==> src/rtl/jtag_pkg.sv <==
// Shared TAP state codes, opcodes and register-select type for the boundary-scan wrapper.
package jtag_pkg;

   localparam logic [3:0] ST_TLR      = 4'hF;
   localparam logic [3:0] ST_RTI      = 4'hC;
   localparam logic [3:0] ST_SEL_DR   = 4'h7;
   localparam logic [3:0] ST_CAP_DR   = 4'h6;
   localparam logic [3:0] ST_SH_DR    = 4'h2;
   localparam logic [3:0] ST_EX1_DR   = 4'h1;
   localparam logic [3:0] ST_PAUSE_DR = 4'h3;
   localparam logic [3:0] ST_EX2_DR   = 4'h0;
   localparam logic [3:0] ST_UPD_DR   = 4'h5;
   localparam logic [3:0] ST_SEL_IR   = 4'h4;
   localparam logic [3:0] ST_CAP_IR   = 4'hE;
   localparam logic [3:0] ST_SH_IR    = 4'hA;
   localparam logic [3:0] ST_EX1_IR   = 4'h9;
   localparam logic [3:0] ST_PAUSE_IR = 4'hB;
   localparam logic [3:0] ST_EX2_IR   = 4'h8;
   localparam logic [3:0] ST_UPD_IR   = 4'hD;

   typedef enum logic [3:0] {
      TAP_TLR      = ST_TLR,
      TAP_RTI      = ST_RTI,
      TAP_SEL_DR   = ST_SEL_DR,
      TAP_CAP_DR   = ST_CAP_DR,
      TAP_SH_DR    = ST_SH_DR,
      TAP_EX1_DR   = ST_EX1_DR,
      TAP_PAUSE_DR = ST_PAUSE_DR,
      TAP_EX2_DR   = ST_EX2_DR,
      TAP_UPD_DR   = ST_UPD_DR,
      TAP_SEL_IR   = ST_SEL_IR,
      TAP_CAP_IR   = ST_CAP_IR,
      TAP_SH_IR    = ST_SH_IR,
      TAP_EX1_IR   = ST_EX1_IR,
      TAP_PAUSE_IR = ST_PAUSE_IR,
      TAP_EX2_IR   = ST_EX2_IR,
      TAP_UPD_IR   = ST_UPD_IR
   } tap_state_e;

   // Opcodes are zero-extended to the IR width at the point of use; BYPASS is all ones.
   localparam logic [31:0] OP_EXTEST = 32'd0;
   localparam logic [31:0] OP_SAMPLE = 32'd1;
   localparam logic [31:0] OP_IDCODE = 32'd2;
   localparam logic [31:0] OP_INTEST = 32'd3;

   typedef enum logic [1:0] {
      DR_BYPASS = 2'd0,
      DR_IDCODE = 2'd1,
      DR_BSR    = 2'd2
   } dr_sel_e;

endpackage

==> src/rtl/jtag_tap_fsm.sv <==
// IEEE 1149.1 TAP state machine with Capture/Shift/Update strobes decoded from the state register.
module jtag_tap_fsm
   import jtag_pkg::*;
(
   input  logic       tck,
   input  logic       trst,
   input  logic       tms,
   output tap_state_e state,
   output logic       tlr,
   output logic       capture_dr,
   output logic       shift_dr,
   output logic       update_dr,
   output logic       capture_ir,
   output logic       shift_ir,
   output logic       update_ir
);

   tap_state_e state_r;

   // TAP state register and next-state transitions on TMS
   always_ff @(posedge tck) begin
      if (trst) begin
         state_r <= TAP_TLR;
      end else begin
         case (state_r)
            TAP_TLR:      state_r <= tms ? TAP_TLR    : TAP_RTI;
            TAP_RTI:      state_r <= tms ? TAP_SEL_DR : TAP_RTI;
            TAP_SEL_DR:   state_r <= tms ? TAP_SEL_IR : TAP_CAP_DR;
            TAP_CAP_DR:   state_r <= tms ? TAP_EX1_DR : TAP_SH_DR;
            TAP_SH_DR:    state_r <= tms ? TAP_EX1_DR : TAP_SH_DR;
            TAP_EX1_DR:   state_r <= tms ? TAP_UPD_DR : TAP_PAUSE_DR;
            TAP_PAUSE_DR: state_r <= tms ? TAP_EX2_DR : TAP_PAUSE_DR;
            TAP_EX2_DR:   state_r <= tms ? TAP_UPD_DR : TAP_SH_DR;
            TAP_UPD_DR:   state_r <= tms ? TAP_SEL_DR : TAP_RTI;
            TAP_SEL_IR:   state_r <= tms ? TAP_TLR    : TAP_CAP_IR;
            TAP_CAP_IR:   state_r <= tms ? TAP_EX1_IR : TAP_SH_IR;
            TAP_SH_IR:    state_r <= tms ? TAP_EX1_IR : TAP_SH_IR;
            TAP_EX1_IR:   state_r <= tms ? TAP_UPD_IR : TAP_PAUSE_IR;
            TAP_PAUSE_IR: state_r <= tms ? TAP_EX2_IR : TAP_PAUSE_IR;
            TAP_EX2_IR:   state_r <= tms ? TAP_UPD_IR : TAP_SH_IR;
            TAP_UPD_IR:   state_r <= tms ? TAP_SEL_DR : TAP_RTI;
            default:      state_r <= TAP_TLR;
         endcase
      end
   end

   // Actions fire on the edge that leaves a state, so strobes are simply "currently in" flags.
   assign state      = state_r;
   assign tlr        = (state_r == TAP_TLR);
   assign capture_dr = (state_r == TAP_CAP_DR);
   assign shift_dr   = (state_r == TAP_SH_DR);
   assign update_dr  = (state_r == TAP_UPD_DR);
   assign capture_ir = (state_r == TAP_CAP_IR);
   assign shift_ir   = (state_r == TAP_SH_IR);
   assign update_ir  = (state_r == TAP_UPD_IR);

endmodule

==> src/rtl/jtag_bscan_ic.sv <==
// JTAG boundary-scan wrapper: TAP, parametrised IR, BYPASS/IDCODE/BSR data registers and pin muxing.
// Optional INTEST (opcode 3) is enabled by defining JTAG_INTEST_EN.
module jtag_bscan_ic
   import jtag_pkg::*;
#(
   parameter int          IR_W       = 4,
   parameter int          N_IN       = 4,
   parameter int          N_OUT      = 2,
   parameter logic [31:0] IDCODE_VAL = 32'h1000_0001
)(
   input  logic             TCK,
   input  logic             TRST,
   input  logic             TMS,
   input  logic             TDI,
   output logic             TDO,
   output logic             TDO_EN,
   output logic [3:0]       STATE,
   input  logic [N_IN-1:0]  pin_in,
   output logic [N_IN-1:0]  core_in,
   input  logic [N_OUT-1:0] core_out,
   output logic [N_OUT-1:0] pin_out
);

   localparam int L = N_IN + N_OUT;

   localparam logic [IR_W-1:0] OPC_EXTEST = IR_W'(OP_EXTEST);
   localparam logic [IR_W-1:0] OPC_SAMPLE = IR_W'(OP_SAMPLE);
   localparam logic [IR_W-1:0] OPC_IDCODE = IR_W'(OP_IDCODE);
`ifdef JTAG_INTEST_EN
   localparam logic [IR_W-1:0] OPC_INTEST = IR_W'(OP_INTEST);
`endif
   localparam logic [IR_W-1:0] IR_CAPTURE = {{(IR_W-1){1'b0}}, 1'b1};

   tap_state_e      state_s;
   logic            tlr_s;
   logic            capture_dr_s, shift_dr_s, update_dr_s;
   logic            capture_ir_s, shift_ir_s, update_ir_s;

   logic [IR_W-1:0] ir_sh_r;
   logic [IR_W-1:0] ir_r;
   logic [IR_W-1:0] instr_s;
   dr_sel_e         dr_sel_s;
   logic            dr_tdo_s;

   logic            bypass_r;
   logic [31:0]     idcode_r;
   logic [L-1:0]    bsr_r;
   logic [L-1:0]    bsr_upd_r;
   logic            tdo_r;
   logic            tdo_en_r;

   jtag_tap_fsm u_tap_fsm (
      .tck        (TCK),
      .trst       (TRST),
      .tms        (TMS),
      .state      (state_s),
      .tlr        (tlr_s),
      .capture_dr (capture_dr_s),
      .shift_dr   (shift_dr_s),
      .update_dr  (update_dr_s),
      .capture_ir (capture_ir_s),
      .shift_ir   (shift_ir_s),
      .update_ir  (update_ir_s)
   );

   assign STATE  = state_s;
   assign TDO    = tdo_r;
   assign TDO_EN = tdo_en_r;

   // Effective instruction: TLR overrides the latch so IDCODE is visible the moment TLR is reached
   always_comb begin
      instr_s = ir_r;
      if (tlr_s) begin
         instr_s = OPC_IDCODE;
      end else begin
         instr_s = ir_r;
      end
   end

   // Data-register select; unknown opcodes fall through to BYPASS
   always_comb begin
      dr_sel_s = DR_BYPASS;
      if ((instr_s == OPC_EXTEST) || (instr_s == OPC_SAMPLE)) begin
         dr_sel_s = DR_BSR;
`ifdef JTAG_INTEST_EN
      end else if (instr_s == OPC_INTEST) begin
         dr_sel_s = DR_BSR;
`endif
      end else if (instr_s == OPC_IDCODE) begin
         dr_sel_s = DR_IDCODE;
      end else begin
         dr_sel_s = DR_BYPASS;
      end
   end

   // Serial output bit of the selected data register
   always_comb begin
      dr_tdo_s = bypass_r;
      case (dr_sel_s)
         DR_BSR:    dr_tdo_s = bsr_r[0];
         DR_IDCODE: dr_tdo_s = idcode_r[0];
         default:   dr_tdo_s = bypass_r;
      endcase
   end

   // Pin muxing between functional path and boundary-scan update latches
   always_comb begin
      core_in = pin_in;
      pin_out = core_out;
      if (instr_s == OPC_EXTEST) begin
         pin_out = bsr_upd_r[L-1:N_IN];
`ifdef JTAG_INTEST_EN
      end else if (instr_s == OPC_INTEST) begin
         pin_out = bsr_upd_r[L-1:N_IN];
         core_in = bsr_upd_r[N_IN-1:0];
`endif
      end else begin
         pin_out = core_out;
      end
   end

   // Instruction shift stage and instruction latch
   always_ff @(posedge TCK) begin
      if (TRST) begin
         ir_sh_r <= IR_CAPTURE;
         ir_r    <= OPC_IDCODE;
      end else begin
         if (capture_ir_s) begin
            ir_sh_r <= IR_CAPTURE;
         end else if (shift_ir_s) begin
            ir_sh_r <= {TDI, ir_sh_r[IR_W-1:1]};
         end else begin
            ir_sh_r <= ir_sh_r;
         end
         if (tlr_s) begin
            ir_r <= OPC_IDCODE;
         end else if (update_ir_s) begin
            ir_r <= ir_sh_r;
         end else begin
            ir_r <= ir_r;
         end
      end
   end

   // Data registers: capture/shift only the selected one; BSR update latches only when BSR is selected
   always_ff @(posedge TCK) begin
      if (TRST) begin
         bypass_r  <= 1'b0;
         idcode_r  <= IDCODE_VAL;
         bsr_r     <= {L{1'b0}};
         bsr_upd_r <= {L{1'b0}};
      end else begin
         if (capture_dr_s) begin
            case (dr_sel_s)
               DR_BSR:    bsr_r    <= {core_out, pin_in};
               DR_IDCODE: idcode_r <= IDCODE_VAL;
               default:   bypass_r <= 1'b0;
            endcase
         end else if (shift_dr_s) begin
            case (dr_sel_s)
               DR_BSR:    bsr_r    <= {TDI, bsr_r[L-1:1]};
               DR_IDCODE: idcode_r <= {TDI, idcode_r[31:1]};
               default:   bypass_r <= TDI;
            endcase
         end
         if (update_dr_s && (dr_sel_s == DR_BSR)) begin
            bsr_upd_r <= bsr_r;
         end
      end
   end

   // Falling-edge TDO stage; TDO holds its last bit outside shift states
   always_ff @(negedge TCK) begin
      if (TRST) begin
         tdo_r    <= 1'b0;
         tdo_en_r <= 1'b0;
      end else if (shift_ir_s) begin
         tdo_r    <= ir_sh_r[0];
         tdo_en_r <= 1'b1;
      end else if (shift_dr_s) begin
         tdo_r    <= dr_tdo_s;
         tdo_en_r <= 1'b1;
      end else begin
         tdo_r    <= tdo_r;
         tdo_en_r <= 1'b0;
      end
   end

endmodule

==> config.mk <==
export PLATFORM = sky130hd
export DESIGN_NAME = jtag_bscan_ic
export DESIGN_NICKNAME = d
export VERILOG_FILES = /design/src/rtl/jtag_pkg.sv /design/src/rtl/jtag_tap_fsm.sv /design/src/rtl/jtag_bscan_ic.sv
export SDC_FILE = /design/constraint.sdc
export NUM_CORES = 1
export LEC_CHECK = 0
export CORE_MARGIN = 2
export CORE_UTILIZATION = 59
export CTS_BUF_LIST = sky130_fd_sc_hd__clkbuf_4
export CTS_CLUSTER_SIZE = 20
export DETAILED_ROUTE_END_ITERATION = 7
export PLACE_DENSITY_LB_ADDON = 0.2
export SYNTH_ARGS = -nofsm -noshare
export SYNTH_HDL_FRONTEND = slang
export SYNTH_SLANG_ARGS = --single-unit
==> constraint.sdc <==
create_clock -name TCK -period 1.77 [get_ports TCK]
set_input_delay 0.177 -clock TCK [delete_from_list [all_inputs] [get_ports TCK]]
set_output_delay 0.177 -clock TCK [all_outputs]
set_load 0.05 [all_outputs]
Word-level counts from Yosys, hierarchy flattened --
Index checks and enable logic that the tools add are counted.
Storage, ports and cells: bits in registers 59, latch bits 0, bits in writable memories 0, memory bits (read-only) 0, input port bits 10, output and inout port bits 12, logic and storage cells 79, memories kept 0
Operators by class: $add $sub $neg 0, $mul 0, divide/modulo/power cells 0, order comparisons 0, equality and inequality tests 21, shift-type cells 0, muxes and demuxes 34, bitwise logic cells 0, reductions and logical operators 15
Operators with widths (count):
- 2-to-1 mux 32 bit | 4
- case mux 4 bit (12 select lines) | 1
- equality test 4 bit (second input constant) | 8
- 2-to-1 mux 6 bit | 4
- equality test 4 x 3 -> 1 bit (second input constant) | 4
- 2-to-1 mux 2 bit | 8
- equality test 4 x 2 -> 1 bit (second input constant) | 3
- 2-to-1 mux 3 bit | 4
- 2-to-1 mux 1 bit | 10
- OR reduction 2 bit | 5
- equality test 4 x 1 -> 1 bit (second input constant) | 2
- zero test 4 bit | 2
- 2-to-1 mux 4 bit | 2
- inequality test 2 bit (second input constant) | 2
- AND reduction 2 bit | 2
- nonzero test 2 bit | 2
- AND reduction 3 bit | 1
- OR reduction 3 bit | 1
- equality test 2 x 1 -> 1 bit (second input constant) | 1
- equality test 2 bit (second input constant) | 1
- case mux 1 bit (2 select lines) | 1
- logical AND 1 bit | 1
- logical OR 1 bit | 1

Logic depth before layout (Yosys ltp) --
depth after elaboration 10, mapped depth 7, depth with buffers taken out 4

Hierarchy --
Synthesis repeated with hierarchy kept, for this count alone.
Second synthesis, totals: cells, all modules 243, area total of the unflattened synthesis 2249.7 um^2
By module, submodules not included:
- jtag_bscan_ic | times used 1, cells an instance 209, area an instance 1994.4 um^2, sequential area each 1021.0 um^2
- jtag_tap_fsm | times used 1, cells an instance 34, area an instance 255.2 um^2, sequential area each 80.1 um^2

==> metrics.md <==
| Metric | Value |
|---|---|
| Area leader, netlist | dfxtp_1 |
| Worst Max-Slew Pin Slew | 0.5550 ns |
| Die Width | 67.45 um |
| Final instance area | 2953 sq um |
| Pre-CTS setup slack | -0.3518 ns |
| # Max-Cap Violations | 0 |
| GP Congestion | ~0.87 |
| H-tree depth | 2 |
| Number of global-route vias before repair | approximately 1800 |
| Setup_tns | -0.9758 ns |
| Final ANT Viol Nets | 0 |
| Setup violations, final | 5 |
| Setup slack after layout | -0.3633 ns |
| Most frequent cell after synthesis | dfxtp_1 |
| Async S/R FF share, synth | 0% |
| Initial Utilization | around three fifths |
| Post-synth EDFFs | 0 |
| Final hold viol count | 0 |
| Crit start category | register |
| Vias | 2016 |
| Failing checks | setup timing |
| Ports | 22 |
| Post-CTS Hold Buffers | 0 |
| Leak Pwr | 1.118 nW |
| Status | finished, violations left |
| Clk pin slew, worst setup/hold paths | 0.15 ns |
| PwrDens | 854.7 nW/um^2 |
| Maximum vdd drop | roughly 0.0006 V |
| Synth top area cells | dfxtp_1, nand3b_1, a21oi_1, nand2_1, mux2i_1 |
| Slowest CP cell | dfxtp_4 |
| Seq cells post-synth | 55 |
| Detailed Route WL | 5576 um |
| Core Util, Final | 74.90% |
| Worst Setup End Kind | register |
| CTS Buf Count | 5 |
| Post-Syn Area | 2375 sq um |
| Distinct cell type count after synthesis | 33 |
| Clock sinks | 55 |
| Slew HR | 63.00% |
| Root Driver | clkbuf_4 |
| CTS tree | yes |
| Ant diodes | 0 |
| IO Port Bufs | 21 |
| Clock Skews | 0.05303 ns |
| Synth top cells by count | dfxtp_1, a21oi_1, nand2_1, nand3b_1, nor2_1 |
| Placed cell area | 2656 sq um |
| Initial drt markers | 189 |
| DRC viols | 0 |
| Synth Flop Type | dfxtp_1 |
| Syn. warnings | 0 |
| Worst Path Max Fanout | 2 |
| Max incr delay on CP | ~0.38 ns |
| Register area share after synthesis | a little under half |
| Initial antenna violation count | 0 |
| Top cell type's share of synthesized area | between 40% and 50% |
| Gr usage total | 26.39% |
| Arrival time worst endpoint | 1.58 ns |
| RSZ-0062 raised after global routing | true |
| Layout cells sized above 1 | between 20% and 30% |
| Largest net degree at the start of global routing | 54 |
| Die H | between 60 and 70 um |
| Worst endpoint required time | 1.22 ns |
| Worst-path cell chain | nor4b_4 -> o21ai_1 -> and3_4 -> a221oi_2 |
| CTS Buffer Depth | 2 |
| Critical path class | reg -> reg |
| Total congestion overflow | 0 |
| Mean Syn Cell Area | 8.667 sq um |
| Initial DRT Pass Iterations | 4 |
| Nets | 312 |
| Final Max Slew Viols | 0 |
| Synth-to-Final Area Change | 24.34% |
| Routed len/inst | 15.80 um |
| Floorplan row count | 23 |
| First-pass GRT wire length | 8921 um |
| DP HPWL | about 2900 um |
| Hold Path Class | in -> reg |
| Mapped Nets | 284 |
| Via density | ~5.7 |
| Worst skew pair latency | 0.42 ns |
| Die Area | ~4500 sq um |
| Cell count after synthesis | 274 |
| Core Footprint | 3943 sq um |
## metrics by stage
step                      hold WS [ns]  instances  total power, mW
after floorplan                 0.2770        274            1.631
after global placement          0.4381        336            1.757
after CTS                       0.3877        359            2.563
after detailed placement        0.4433        336            1.761
after global routing            0.4324        353            2.623
final                           0.4232        353            2.524
## registers in the layout (all words and copies together), names as in the netlist
signal and flops:
idcode_r 32, bsr_r 6, ir_r 4, ir_sh_r 4, u_tap_fsm.state 4, bsr_upd_r 2, TDO 1, TDO_EN 1
bypass_r 1
## path summary, 6_finish.rpt
kind | startpoint | to | slack, ns | cells after the start
max | ir_r[2] | TDO | -0.36 | 4
min | TRST | ir_r[2] | 0.42 | 3
max reg2reg | ir_r[2] | TDO | -0.36 | 4
min reg2reg | idcode_r[18] | idcode_r[18] | 0.47 | 2
## report_power, final
part / internal, mW / leakage [nW] / switching [mW]
clock network: 0.325 / 0.0569 / 0.406
registers: 1.26 / 0.446 / 0.0183
logic: 0.227 / 0.615 / 0.288
total: 1.81 / 1.12 / 0.712
## repair_timing
item,CTS,global route
setup endpoints to repair,5,41
pin swaps,38,2
setup buffers,12,2
gates cloned,3,0
resized for setup,29,8
## logic make-up (layout without fill, tap and decap cells)
| kind of cell | count (synthesis) | in the layout | synth area share, % |
|---|---|---|---|
| compound gates | 64 | 64 | 15.49 |
| mux | 10 | 10 | 4.320 |
| buf+inv | 31 | 60 | 6.955 |
| simple gates | 114 | 114 | 26.87 |
| flops | 55 | 55 | 46.36 |
## cells in the final DEF (no fill, tap or decap), types with 2 or more instances in the layout
master / n
a211oi_1: 7
a21oi_1: 36
a21oi_2: 5
a31oi_1: 2
buf_12: 4
buf_16: 2
buf_4: 26
buf_6: 7
clkbuf_4: 6
clkdlybuf4s50_1: 8
dfxtp_1: 47
dfxtp_2: 4
dfxtp_4: 4
inv_1: 4
mux2_2: 2
mux2i_1: 8
nand2_1: 39
nand3_1: 3
nand3b_1: 30
nand4b_1: 2
nor2_1: 16
nor2b_1: 3
nor3_1: 6
nor3b_1: 4
o21ai_0: 3
o21ai_1: 2
o21bai_1: 5
## final cells by class
cell class,instances,area [sq um]
sequential,55,1121
timing repair buffer,48,494.2
inverter,2,7.507
multi-input combinational,188,1176
fill,263,989.7
tap,50,62.56
clock buffer,6,45.04
clock inverter,4,46.29
## routing by layer
metal | vias up | share of wire (%) | track usage [%]
li1 | 1009 | - | -
met1 | 957 | 46 | 36.48
met2 | 42 | 48 | 42.45
met3 | 8 | 3.7 | 4.167
met4 | 0 | 1.5 | 8.163
met5 | - | 0 | 0
## worst max-delay path: cells and delay by family, from the launching register on
family           cells  cell delay [ns]
flip-flops           1             0.38
AND/OR/NAND/NOR      2             0.49
AO/OA/AOI/OAI        2             0.34
(Power assumes the default switching activity.)
